### config.mk
export PLATFORM = sky130hd
export DESIGN_NAME = stereo_wr_arb_flat
export DESIGN_NICKNAME = d
export VERILOG_FILES = /design/src/rtl/stereo_wr_arb_pkg.sv /design/src/rtl/stereo_wr_arb_if.sv /design/src/rtl/stereo_wr_arb_rr_arb2.sv /design/src/rtl/stereo_wr_arb.sv /design/src/flat_wrapper.sv
export SDC_FILE = /design/constraint.sdc
export NUM_CORES = 1
export LEC_CHECK = 0
export ABC_AREA = 1
export CORE_MARGIN = 5
export CORE_UTILIZATION = 55
export DETAILED_ROUTE_END_ITERATION = 12
export PLACE_DENSITY = 0.76
export SLEW_MARGIN = 20
export SYNTH_ARGS = -nofsm -noshare
export SYNTH_HDL_FRONTEND = slang
export SYNTH_SLANG_ARGS = --single-unit
### constraint.sdc
create_clock -name vclk -period 2.37 [get_ports vclk]
set_clock_uncertainty 0.1 [all_clocks]
set_input_delay 0.5925 -clock vclk [delete_from_list [all_inputs] [get_ports vclk]]
set_output_delay 0.5925 -clock vclk [all_outputs]
set_load 0.01 [all_outputs]
### src/rtl/stereo_wr_arb_pkg.sv
`default_nettype none
// ============================================================================
// Module   : stereo_wr_arb_pkg
// Purpose  : Shared types and constants for the stereo frame-capture writer:
//            FSM state encoding, arbitration side encoding, display timing
//            constants and the per-eye frame size derived from them.
// Ports    : none (package)
// Revision : 1.0 - initial release
// ============================================================================
package stereo_wr_arb_pkg;

  // Capture controller states.
  typedef enum logic [1:0] {
    ST_IDLE  = 2'd0,
    ST_ARMED = 2'd1,
    ST_FILL  = 2'd2,
    ST_DONE  = 2'd3
  } state_t;

  // Identifies which eye received the most recent grant.
  typedef enum logic {
    SIDE_L = 1'b0,
    SIDE_R = 1'b1
  } side_t;

  // Display timing: each eye is a 100x100 active image.
  localparam int unsigned H_ACTIVE    = 100;
  localparam int unsigned V_ACTIVE    = 100;
  localparam int unsigned PIX_DEFAULT = H_ACTIVE * V_ACTIVE;

endpackage : stereo_wr_arb_pkg
`default_nettype wire

### src/rtl/stereo_wr_arb_if.sv
`default_nettype none
// ============================================================================
// Module   : stereo_wr_arb_if
// Purpose  : Bundles the capture control, the two camera pixel streams and the
//            shared eye-RAM write port of the stereo writer.
// Ports    : master - camera/control side (drives capture, vblank, pixels)
//            slave  - writer side (drives ready, RAM write port, status)
// Revision : 1.0 - initial release
// ============================================================================
interface stereo_wr_arb_if #(
  parameter int AW = 16,
  parameter int DW = 3
);

  logic          capture;
  logic          vblank;
  logic          validl;
  logic          validr;
  logic [DW-1:0] datal;
  logic [DW-1:0] datar;
  logic          readyl;
  logic          readyr;
  logic [AW-1:0] wraddr;
  logic [DW-1:0] wrdata;
  logic          wrenl;
  logic          wrenr;
  logic          busy;
  logic          done;

  modport master (
    output capture, vblank, validl, validr, datal, datar,
    input  readyl, readyr, wraddr, wrdata, wrenl, wrenr, busy, done
  );

  modport slave (
    input  capture, vblank, validl, validr, datal, datar,
    output readyl, readyr, wraddr, wrdata, wrenl, wrenr, busy, done
  );

endinterface : stereo_wr_arb_if
`default_nettype wire

### src/rtl/stereo_wr_arb_rr_arb2.sv
`default_nettype none
// ============================================================================
// Module   : rr_arb2
// Purpose  : Two-request round-robin grant logic (purely combinational).
//            A lone request is always granted; on a tie the side that was not
//            granted last wins.
// Ports    : req_l_i / req_r_i - left/right requests
//            last_i            - side granted most recently
//            gnt_l_o / gnt_r_o - one-hot (or zero) grants
// Revision : 1.0 - initial release
// ============================================================================
module rr_arb2
  import stereo_wr_arb_pkg::*;
(
  input  logic  req_l_i,
  input  logic  req_r_i,
  input  side_t last_i,
  output logic  gnt_l_o,
  output logic  gnt_r_o
);

  assign gnt_l_o = req_l_i & (~req_r_i | (last_i == SIDE_R));
  assign gnt_r_o = req_r_i & (~req_l_i | (last_i == SIDE_L));

endmodule : rr_arb2
`default_nettype wire

### src/rtl/stereo_wr_arb.sv
`default_nettype none
// ============================================================================
// Module   : stereo_wr_arb
// Purpose  : Captures one stereo frame on request. After capture, waits for a
//            fresh vblank rising edge, then accepts left/right camera pixels
//            with round-robin arbitration and writes them to two eye RAMs
//            through a shared address/data port (one-cycle write latency).
// Ports    : vclk - clock, rst - synchronous active-high reset
//            bus  - stereo_wr_arb_if.slave (capture, vblank, pixel streams,
//                   ready, RAM write port, busy, done)
// Revision : 1.0 - initial release
// ============================================================================
module stereo_wr_arb
  import stereo_wr_arb_pkg::*;
#(
  parameter int PIX = PIX_DEFAULT,
  parameter int AW  = 16,
  parameter int DW  = 3
) (
  input  logic                 vclk,
  input  logic                 rst,
  stereo_wr_arb_if.slave       bus
);

  localparam logic [AW-1:0] LAST_ADDR = AW'(PIX - 1);
  localparam logic [AW-1:0] ONE       = AW'(1);

  state_t        state_q, state_d;
  logic          vblank_q;
  logic [AW-1:0] cnt_l_q, cnt_r_q;
  logic          cmp_l_q, cmp_r_q;
  side_t         last_q;
  logic [AW-1:0] wraddr_q;
  logic [DW-1:0] wrdata_q;
  logic          wrenl_q, wrenr_q;

  logic          fill;
  logic          req_l, req_r;
  logic          gnt_l, gnt_r;
  logic          last_xfer_l, last_xfer_r;
  logic          vb_rise;
  logic          fill_entry;

  // ---------------------------------------------------------------------------
  // Arbitration: only eyes still missing pixels may request, and only in FILL.
  // A grant doubles as the transfer strobe because a request already implies
  // valid.
  // ---------------------------------------------------------------------------
  assign fill  = (state_q == ST_FILL);
  assign req_l = bus.validl & fill & ~cmp_l_q;
  assign req_r = bus.validr & fill & ~cmp_r_q;

  rr_arb2 u_arb (
    .req_l_i (req_l),
    .req_r_i (req_r),
    .last_i  (last_q),
    .gnt_l_o (gnt_l),
    .gnt_r_o (gnt_r)
  );

  assign last_xfer_l = gnt_l & (cnt_l_q == LAST_ADDR);
  assign last_xfer_r = gnt_r & (cnt_r_q == LAST_ADDR);

  // A vblank that is already high when ARMED is entered is not an edge,
  // because vblank_q tracks the input every cycle regardless of state.
  assign vb_rise    = bus.vblank & ~vblank_q;
  assign fill_entry = (state_q == ST_ARMED) & (state_d == ST_FILL);

  // ---------------------------------------------------------------------------
  // FSM next state
  // ---------------------------------------------------------------------------
  always_comb begin
    state_d = state_q;
    case (state_q)
      ST_IDLE:  if (bus.capture) state_d = ST_ARMED;
      ST_ARMED: if (vb_rise)     state_d = ST_FILL;
      // Leave FILL in the same cycle the last outstanding pixel transfers, so
      // its write (one cycle later) lands in the DONE cycle.
      ST_FILL:  if ((cmp_l_q | last_xfer_l) & (cmp_r_q | last_xfer_r))
                  state_d = ST_DONE;
      ST_DONE:  state_d = ST_IDLE;
      default:  state_d = ST_IDLE;
    endcase
  end

  always_ff @(posedge vclk) begin
    if (rst) begin
      state_q  <= ST_IDLE;
      vblank_q <= 1'b0;
    end else begin
      state_q  <= state_d;
      vblank_q <= bus.vblank;
    end
  end

  // ---------------------------------------------------------------------------
  // Per-eye address counters, completion flags and last-grant pointer.
  // Counters hold at PIX-1 once the final pixel of that eye is taken.
  // ---------------------------------------------------------------------------
  always_ff @(posedge vclk) begin
    if (rst) begin
      cnt_l_q <= '0;
      cnt_r_q <= '0;
      cmp_l_q <= 1'b0;
      cmp_r_q <= 1'b0;
      last_q  <= SIDE_R;
    end else if (fill_entry) begin
      cnt_l_q <= '0;
      cnt_r_q <= '0;
      cmp_l_q <= 1'b0;
      cmp_r_q <= 1'b0;
    end else begin
      if (gnt_l) begin
        if (last_xfer_l) cmp_l_q <= 1'b1;
        else             cnt_l_q <= cnt_l_q + ONE;
      end
      if (gnt_r) begin
        if (last_xfer_r) cmp_r_q <= 1'b1;
        else             cnt_r_q <= cnt_r_q + ONE;
      end
      if (gnt_l)      last_q <= SIDE_L;
      else if (gnt_r) last_q <= SIDE_R;
    end
  end

  // ---------------------------------------------------------------------------
  // Registered RAM write port. Address/data hold when nothing is written.
  // ---------------------------------------------------------------------------
  always_ff @(posedge vclk) begin
    if (rst) begin
      wraddr_q <= '0;
      wrdata_q <= '0;
      wrenl_q  <= 1'b0;
      wrenr_q  <= 1'b0;
    end else begin
      wrenl_q <= gnt_l;
      wrenr_q <= gnt_r;
      if (gnt_l) begin
        wraddr_q <= cnt_l_q;
        wrdata_q <= bus.datal;
      end else if (gnt_r) begin
        wraddr_q <= cnt_r_q;
        wrdata_q <= bus.datar;
      end
    end
  end

  assign bus.readyl = gnt_l;
  assign bus.readyr = gnt_r;
  assign bus.wraddr = wraddr_q;
  assign bus.wrdata = wrdata_q;
  assign bus.wrenl  = wrenl_q;
  assign bus.wrenr  = wrenr_q;
  assign bus.busy   = (state_q == ST_ARMED) | (state_q == ST_FILL);
  assign bus.done   = (state_q == ST_DONE);

endmodule : stereo_wr_arb
`default_nettype wire

### src/flat_wrapper.sv
// flat-port wrapper written by rule: the top's interface ports become plain ports
module stereo_wr_arb_flat import stereo_wr_arb_pkg::*;
#(
  parameter int PIX = PIX_DEFAULT,
  parameter int AW  = 16,
  parameter int DW  = 3
)
  (vclk, rst, bus_capture, bus_vblank, bus_validl, bus_validr, bus_datal, bus_datar, bus_readyl, bus_readyr, bus_wraddr, bus_wrdata, bus_wrenl, bus_wrenr, bus_busy, bus_done);
  stereo_wr_arb_if #(.AW(AW), .DW(DW)) bus_i ();
  input  logic vclk;
  input  logic rst;
  input wire logic [$bits(bus_i.capture)-1:0] bus_capture;
  input wire logic [$bits(bus_i.vblank)-1:0] bus_vblank;
  input wire logic [$bits(bus_i.validl)-1:0] bus_validl;
  input wire logic [$bits(bus_i.validr)-1:0] bus_validr;
  input wire logic [$bits(bus_i.datal)-1:0] bus_datal;
  input wire logic [$bits(bus_i.datar)-1:0] bus_datar;
  output wire logic [$bits(bus_i.readyl)-1:0] bus_readyl;
  output wire logic [$bits(bus_i.readyr)-1:0] bus_readyr;
  output wire logic [$bits(bus_i.wraddr)-1:0] bus_wraddr;
  output wire logic [$bits(bus_i.wrdata)-1:0] bus_wrdata;
  output wire logic [$bits(bus_i.wrenl)-1:0] bus_wrenl;
  output wire logic [$bits(bus_i.wrenr)-1:0] bus_wrenr;
  output wire logic [$bits(bus_i.busy)-1:0] bus_busy;
  output wire logic [$bits(bus_i.done)-1:0] bus_done;
  assign bus_i.capture = bus_capture;
  assign bus_i.vblank = bus_vblank;
  assign bus_i.validl = bus_validl;
  assign bus_i.validr = bus_validr;
  assign bus_i.datal = bus_datal;
  assign bus_i.datar = bus_datar;
  assign bus_readyl = bus_i.readyl;
  assign bus_readyr = bus_i.readyr;
  assign bus_wraddr = bus_i.wraddr;
  assign bus_wrdata = bus_i.wrdata;
  assign bus_wrenl = bus_i.wrenl;
  assign bus_wrenr = bus_i.wrenr;
  assign bus_busy = bus_i.busy;
  assign bus_done = bus_i.done;
  stereo_wr_arb #(.PIX(PIX), .AW(AW), .DW(DW)) u_core (.vclk(vclk), .rst(rst), .bus(bus_i));
endmodule
Word level (Yosys, flattened, before mapping)
Cells that the tools add are included.
{ "word_totals": {"register_bits": 59, "input_bits": 12, "out_inout_bits": 25, "elab_cells": 62} }
{ "op_classes": {"addsub": 2, "eq_ne": 6, "muxes": 10, "n_bitwise": 25, "reduce_logical": 8} }
{ "ops": {"columns": ["cell", "n"], "rows": [
  ["16-bit by 1-bit adder with 16-bit output (second input constant)", 2],
  ["16-bit by 14-bit equality test with 1-bit output (second input constant)", 2],
  ["16-bit two-way mux", 2],
  ["1-bit bitwise AND", 11],
  ["2-bit AND reduction", 5],
  ["1-bit NOT", 9],
  ["2-bit case mux with 4 select lines", 1],
  ["2-bit equality test (second input constant)", 3],
  ["2-bit two-way mux", 3],
  ["3-bit two-way mux", 2],
  ["1-bit OR", 5],
  ["2-bit by 1-bit equality test with 1-bit output (second input constant)", 1],
  ["2-bit logical NOT", 1],
  ["1-bit two-way mux", 2],
  ["2-bit nonzero test", 1],
  ["2-bit OR reduction", 1]
]} }

Logic depth before layout (Yosys ltp)
{ "logic_depth": {"word_depth": 15, "mapped_depth": 15} }

Hierarchy
From an unflattened synthesis, not the netlist that was laid out.
{ "hier_totals": {"cells_unflattened": 456, "area_unflattened_um2": 3205.6} }
{ "modules_own_cells": {"columns": ["module", "instances", "cells_each", "area_per_inst_um2", "seq_area_each_um2"], "rows": [
  ["stereo_wr_arb", 1, 452, 3178.0, 1181.1],
  ["rr_arb2", 1, 4, 27.5, 0.0]
]} }

Least setup slack after synthesis
OpenSTA, ideal clock, no wires.
{ "synth_path": {"path_type": "register -> register", "from": "register u_core.state_q[0]", "to": "register u_core.wraddr_q[5], in the netlist u_core.bus.wraddr[5]", "t_arrival_ns": 1.776, "required_time_ns": 2.156, "path_slack_ns": 0.381, "path_stages_with_launch": 11, "path_buffers": 1, "path_cell_list": "dfxtp_1 -> inv_1 -> ha_1 -> nand3_1 -> clkinv_1 -> nor2_1 -> inv_1 -> clkbuf_1 -> o21ai_0 -> o21bai_1 -> inv_1"} }
{ "synth_via": {"elab_chain_len": 7, "elab_cells_between_ends": 13} }
{ "synth_rtl": {"columns": ["item", "line", "text"], "rows": [
  ["start, declared", "stereo_wr_arb.sv:28", "state_t state_q, state_d;"],
  ["start signal, assigned", "stereo_wr_arb.sv:91", "state_q <= state_d;"],
  ["2-bit equality test *", "stereo_wr_arb.sv:49", "assign fill = (state_q == ST_FILL);"],
  ["1-bit bitwise AND (on tied branches) (2 in series)", "stereo_wr_arb.sv:51, stereo_wr_arb.sv:50", null],
  ["1-bit NOT (on tied branches)", "stereo_wr_arb_rr_arb2.sv:22, stereo_wr_arb_rr_arb2.sv:23", null],
  ["1-bit OR (on tied branches)", "stereo_wr_arb_rr_arb2.sv:22, stereo_wr_arb_rr_arb2.sv:23", null],
  ["1-bit bitwise AND (on tied branches)", "stereo_wr_arb_rr_arb2.sv:22, stereo_wr_arb_rr_arb2.sv:23", null],
  ["16-bit two-way mux / 2-bit nonzero test (equally long branches)", null, null],
  ["end signal, assigned", "stereo_wr_arb.sv:139", "wraddr_q <= cnt_l_q;"],
  ["end signal, assigned", "stereo_wr_arb.sv:142", "wraddr_q <= cnt_r_q;"],
  ["end, declared", "stereo_wr_arb.sv:33", "logic [AW-1:0] wraddr_q;"]
]} }
Mark *: on every way between the ends. The rest lies on a longest branch, timed or not.
A chain may end at the register's enable or synchronous reset.

Worst setup path in the final report
{ "layout_path": {"from": "register u_core.state_q[0]", "to": "output port bus_readyr"} }
{ "layout_via": {"elab_chain_len": 6, "elab_cells_between_ends": 8} }
{ "layout_rtl": {"columns": ["item", "line", "text"], "rows": [
  ["2-bit equality test *", "stereo_wr_arb.sv:49", null],
  ["1-bit bitwise AND (2 in series)", "stereo_wr_arb.sv:50", "assign req_l = bus.validl & fill & ~cmp_l_q;"],
  ["1-bit NOT", "stereo_wr_arb_rr_arb2.sv:23", "assign gnt_r_o = req_r_i & (~req_l_i | (last_i == SIDE_L));"],
  ["1-bit OR", "stereo_wr_arb_rr_arb2.sv:23", null],
  ["1-bit bitwise AND *", "stereo_wr_arb_rr_arb2.sv:23", null],
  ["end, declared", "flat_wrapper.sv:19", "output wire logic [$bits(bus_i.readyr)-1:0] bus_readyr;"]
]} }
Marks and branches as above.

==> results.json <==
{
  "slowest_delay_ns": 0.31,
  "internal-power_mw": 2.321,
  "die_h_um": 86.32,
  "switching_share_pct": 31.14,
  "antenna_found_initial": 0,
  "coreArea_um2": 5574,
  "tritoncts": "done",
  "clk_pin_slew_ns": 0.07,
  "post_dp_cell_area_um2": 3847,
  "fillers": 466,
  "synth_area_leaders": "dfxtp_1 37%, nand2_1 11%, inv_1 7.3%, a21oi_2 6.8%, o21ai_0 5.8%",
  "crit_buf_inv": 4,
  "comb_power_share_pct": 32.7,
  "synthesis.area_um2": 3203,
  "drt-initial-drc-count": 232,
  "clock_latency_ns": 0.34,
  "hp-class": "reg2reg",
  "hold_viol": 0,
  "fin_crit_sh_pct": 96.63,
  "fin_area_um2": 4066,
  "synth_edf_count": 0,
  "rsz0062_at_grt": "no",
  "setup_tns_ns": 0,
  "start_kind": "flip-flop",
  "worst_hold_slack_ns": 0.3633,
  "postRouteAntennaNets": 0,
  "p_leak_nw": 1.677,
  "gp_congestion": 0.9680,
  "fin_ws_ns": 0.07996,
  "synthTopCellsByCount": "97 x nand2_1, 62 x inv_1, 59 x dfxtp_1, 39 x nor2_1, 37 x o21ai_0",
  "synth_top_area_share_pct": 36.88,
  "p_seq_share_pct": 37.1,
  "synth_seq_cells": 59,
  "yosysSeqAreaShare_pct": 36.88,
  "portBuffers": 36,
  "grt_overflow_total": 0,
  "cpMaxStageDelayCell": "dfxtp_1",
  "start_util_pct": 57.46,
  "grt_pass1_wl_mm": 14.26,
  "antenna_cells": 0,
  "path_max_fanout": 4,
  "ctsHoldBuffers": 0,
  "fmax_ghz": 0.4367,
  "cellPowerDensity_nw_per_um2": 828.7,
  "syn_to_final_growth_pct": 26.95,
  "yosysMostFrequentCell": "nand2_1",
  "status": "complete, no violations",
  "yosys.cell_types.count": 33,
  "grt_max_degree": 33,
  "cts_made_buffers": 9,
  "path_cells": "inv_1, ha_1, nand4_1, buf_4, nand2_2, inv_2, clkdlybuf4s15_2",
  "drive_above_1_share_pct": 17.02,
  "postSynthCellCount": 452,
  "slew_violations": 0,
  "numClockSinks": 59,
  "dp_hpwl_mm": 6.306,
  "die-area_um2": 7450,
  "ctsRootBufferMaster": "clkbuf_8",
  "max_slew_margin_pct": 68.92,
  "ir_drop_uv": 586.8,
  "clock_power_share_pct": 30.2,
  "dp_slack_ns": -0.2741,
  "route.detailed.drc": 0,
  "synth_warnings": 0,
  "wl_mm": 8.564,
  "drv_cap": 0,
  "synth_top_area_cell": "dfxtp_1",
  "fin_cells": 589,
  "firstDrtPassIters": 7,
  "crit_arrival_ns": 1.60,
  "wire_per_inst_um": 14.54,
  "crit_type": "reg2out",
  "avgSynthCellArea_um2": 7.086,
  "die_w_um": 86.32,
  "grt_pass1_vias": 3039,
  "rows": 27,
  "htree_levels": 3,
  "place_inst": 574,
  "final_nets": 532,
  "io_pins": 37,
  "synth_ff_type": "dfxtp_1",
  "via_per_inst": 5.390,
  "path_delay_family": "buffers and inverters",
  "via_count": 3175,
  "worstMarginPinSlew_ns": 0.4620,
  "async_flop_share_pct": 0,
  "clock_path_buffers": 2,
  "fin_crit_ns": 2.290,
  "syn_nets": 471,
  "crit_required_ns": 1.68,
  "cp-end-kind": "primary output",
  "power.switching_mw": 1.049,
  "setup_viol": 0,
  "grt_use_total_pct": 24.06
}
==> worst min-delay path: cells and delay by family, from the launching register on <==
kind             cells  cell delay (ns)
flip-flops           1             0.31
AND/OR/NAND/NOR      2             0.11
==> cells in the final DEF (no fill, tap or decap), types with 10 or more instances in the layout <==
cell type        instances
o21ai_0                 37
inv_1                   62
nand3_1                 20
dfxtp_1                 58
nor3_1                  13
clkdlybuf4s50_1         32
nor2_1                  39
a21oi_1                 11
a21oi_2                 25
nand2_1                 97
buf_4                   23
o21bai_1                15
xor2_1                  10
clkbuf_8                10
==> sequential cells by signal, summed over array words and instances, names as in the netlist <==
signal,flops
u_core.bus.wraddr,16
u_core.cnt_l_q,16
u_core.cmp_r_q,1
u_core.vblank_q,1
u_core.state_q,2
u_core.cnt_r_q,16
u_core.bus.wrenl,1
u_core.bus.wrdata,3
u_core.last_q,1
u_core.cmp_l_q,1
u_core.bus.wrenr,1
==> logic make-up after synthesis <==
| family | share of synthesized area, % |
|---|---|
| compound gates | 19.41 |
| xor+xnor | 3.555 |
| fa+ha+maj | 2.734 |
| buf+inv | 10.55 |
| flops | 36.87 |
| mux | 0.3125 |
| simple gates | 26.56 |
==> power groups by stage <==
stage	Combinational [mW]	Clock (mW)	Sequential, mW
after floorplan	0.463	0	1.32
after global placement	1.09	0	1.26
after detailed placement	1.11	0	1.27
after CTS	1.11	1.02	1.25
after global routing	1.21	1.07	1.27
final	1.10	1.02	1.25
==> final timing paths <==
| path | from | cells past startpoint | to | slack (ns) |
|---|---|---|---|---|
| worst max-delay path | u_core.state_q[0]$_SDFF_PP0_ | 7 | bus_readyr | 0.08 |
| worst min-delay path | u_core.last_q$_SDFFE_PP1P_ | 2 | u_core.last_q$_SDFFE_PP1P_ | 0.36 |
| worst max register to register | u_core.state_q[0]$_SDFF_PP0_ | 12 | u_core.cnt_r_q[14]$_SDFFE_PP0P_ | 0.21 |
| worst min register to register | u_core.last_q$_SDFFE_PP1P_ | 2 | u_core.last_q$_SDFFE_PP1P_ | 0.36 |
==> routing by layer <==
layer	vias to the layer above	global-route usage [%]	routed length (um)
li1	1568	-	-
met1	1455	30.91	3803
met2	123	39.31	3992
met3	29	4.087	503
met4	0	11.33	265
met5	-	0	0
==> what timing repair did <==
item / 4_1_cts / 5_1_grt
endpoints found under the setup margin: 3 / 1
resized for setup: 7 / 1
pin swaps: 1 / 0
setup buffers: 0 / 0
==> metrics by stage <==
| step | total power [mW] | utilization (%) |
|---|---|---|
| final | 3.370 | 72.95 |
| after global routing | 3.546 | 72.95 |
| after CTS | 3.386 | 72.91 |
| after detailed placement | 2.377 | 69.02 |
| after global placement | 2.347 | 69.02 |
| after floorplan | 1.784 | - |
==> area by class of cell <==
type | instances | area [um^2] | area share (%)
Multi-Input combinational cell | 310 | 1684 | 41.42
Clock buffer | 10 | 137.6 | 3.385
Clock inverter | 5 | 77.57 | 1.908
Timing Repair Buffer | 64 | 635.6 | 15.63
Inverter | 69 | 259.0 | 6.369
Sequential cell | 59 | 1182 | 29.08
Tap cell | 72 | 90.09 | 2.215
No activity file was read; power rests on OpenSTA's default activity.
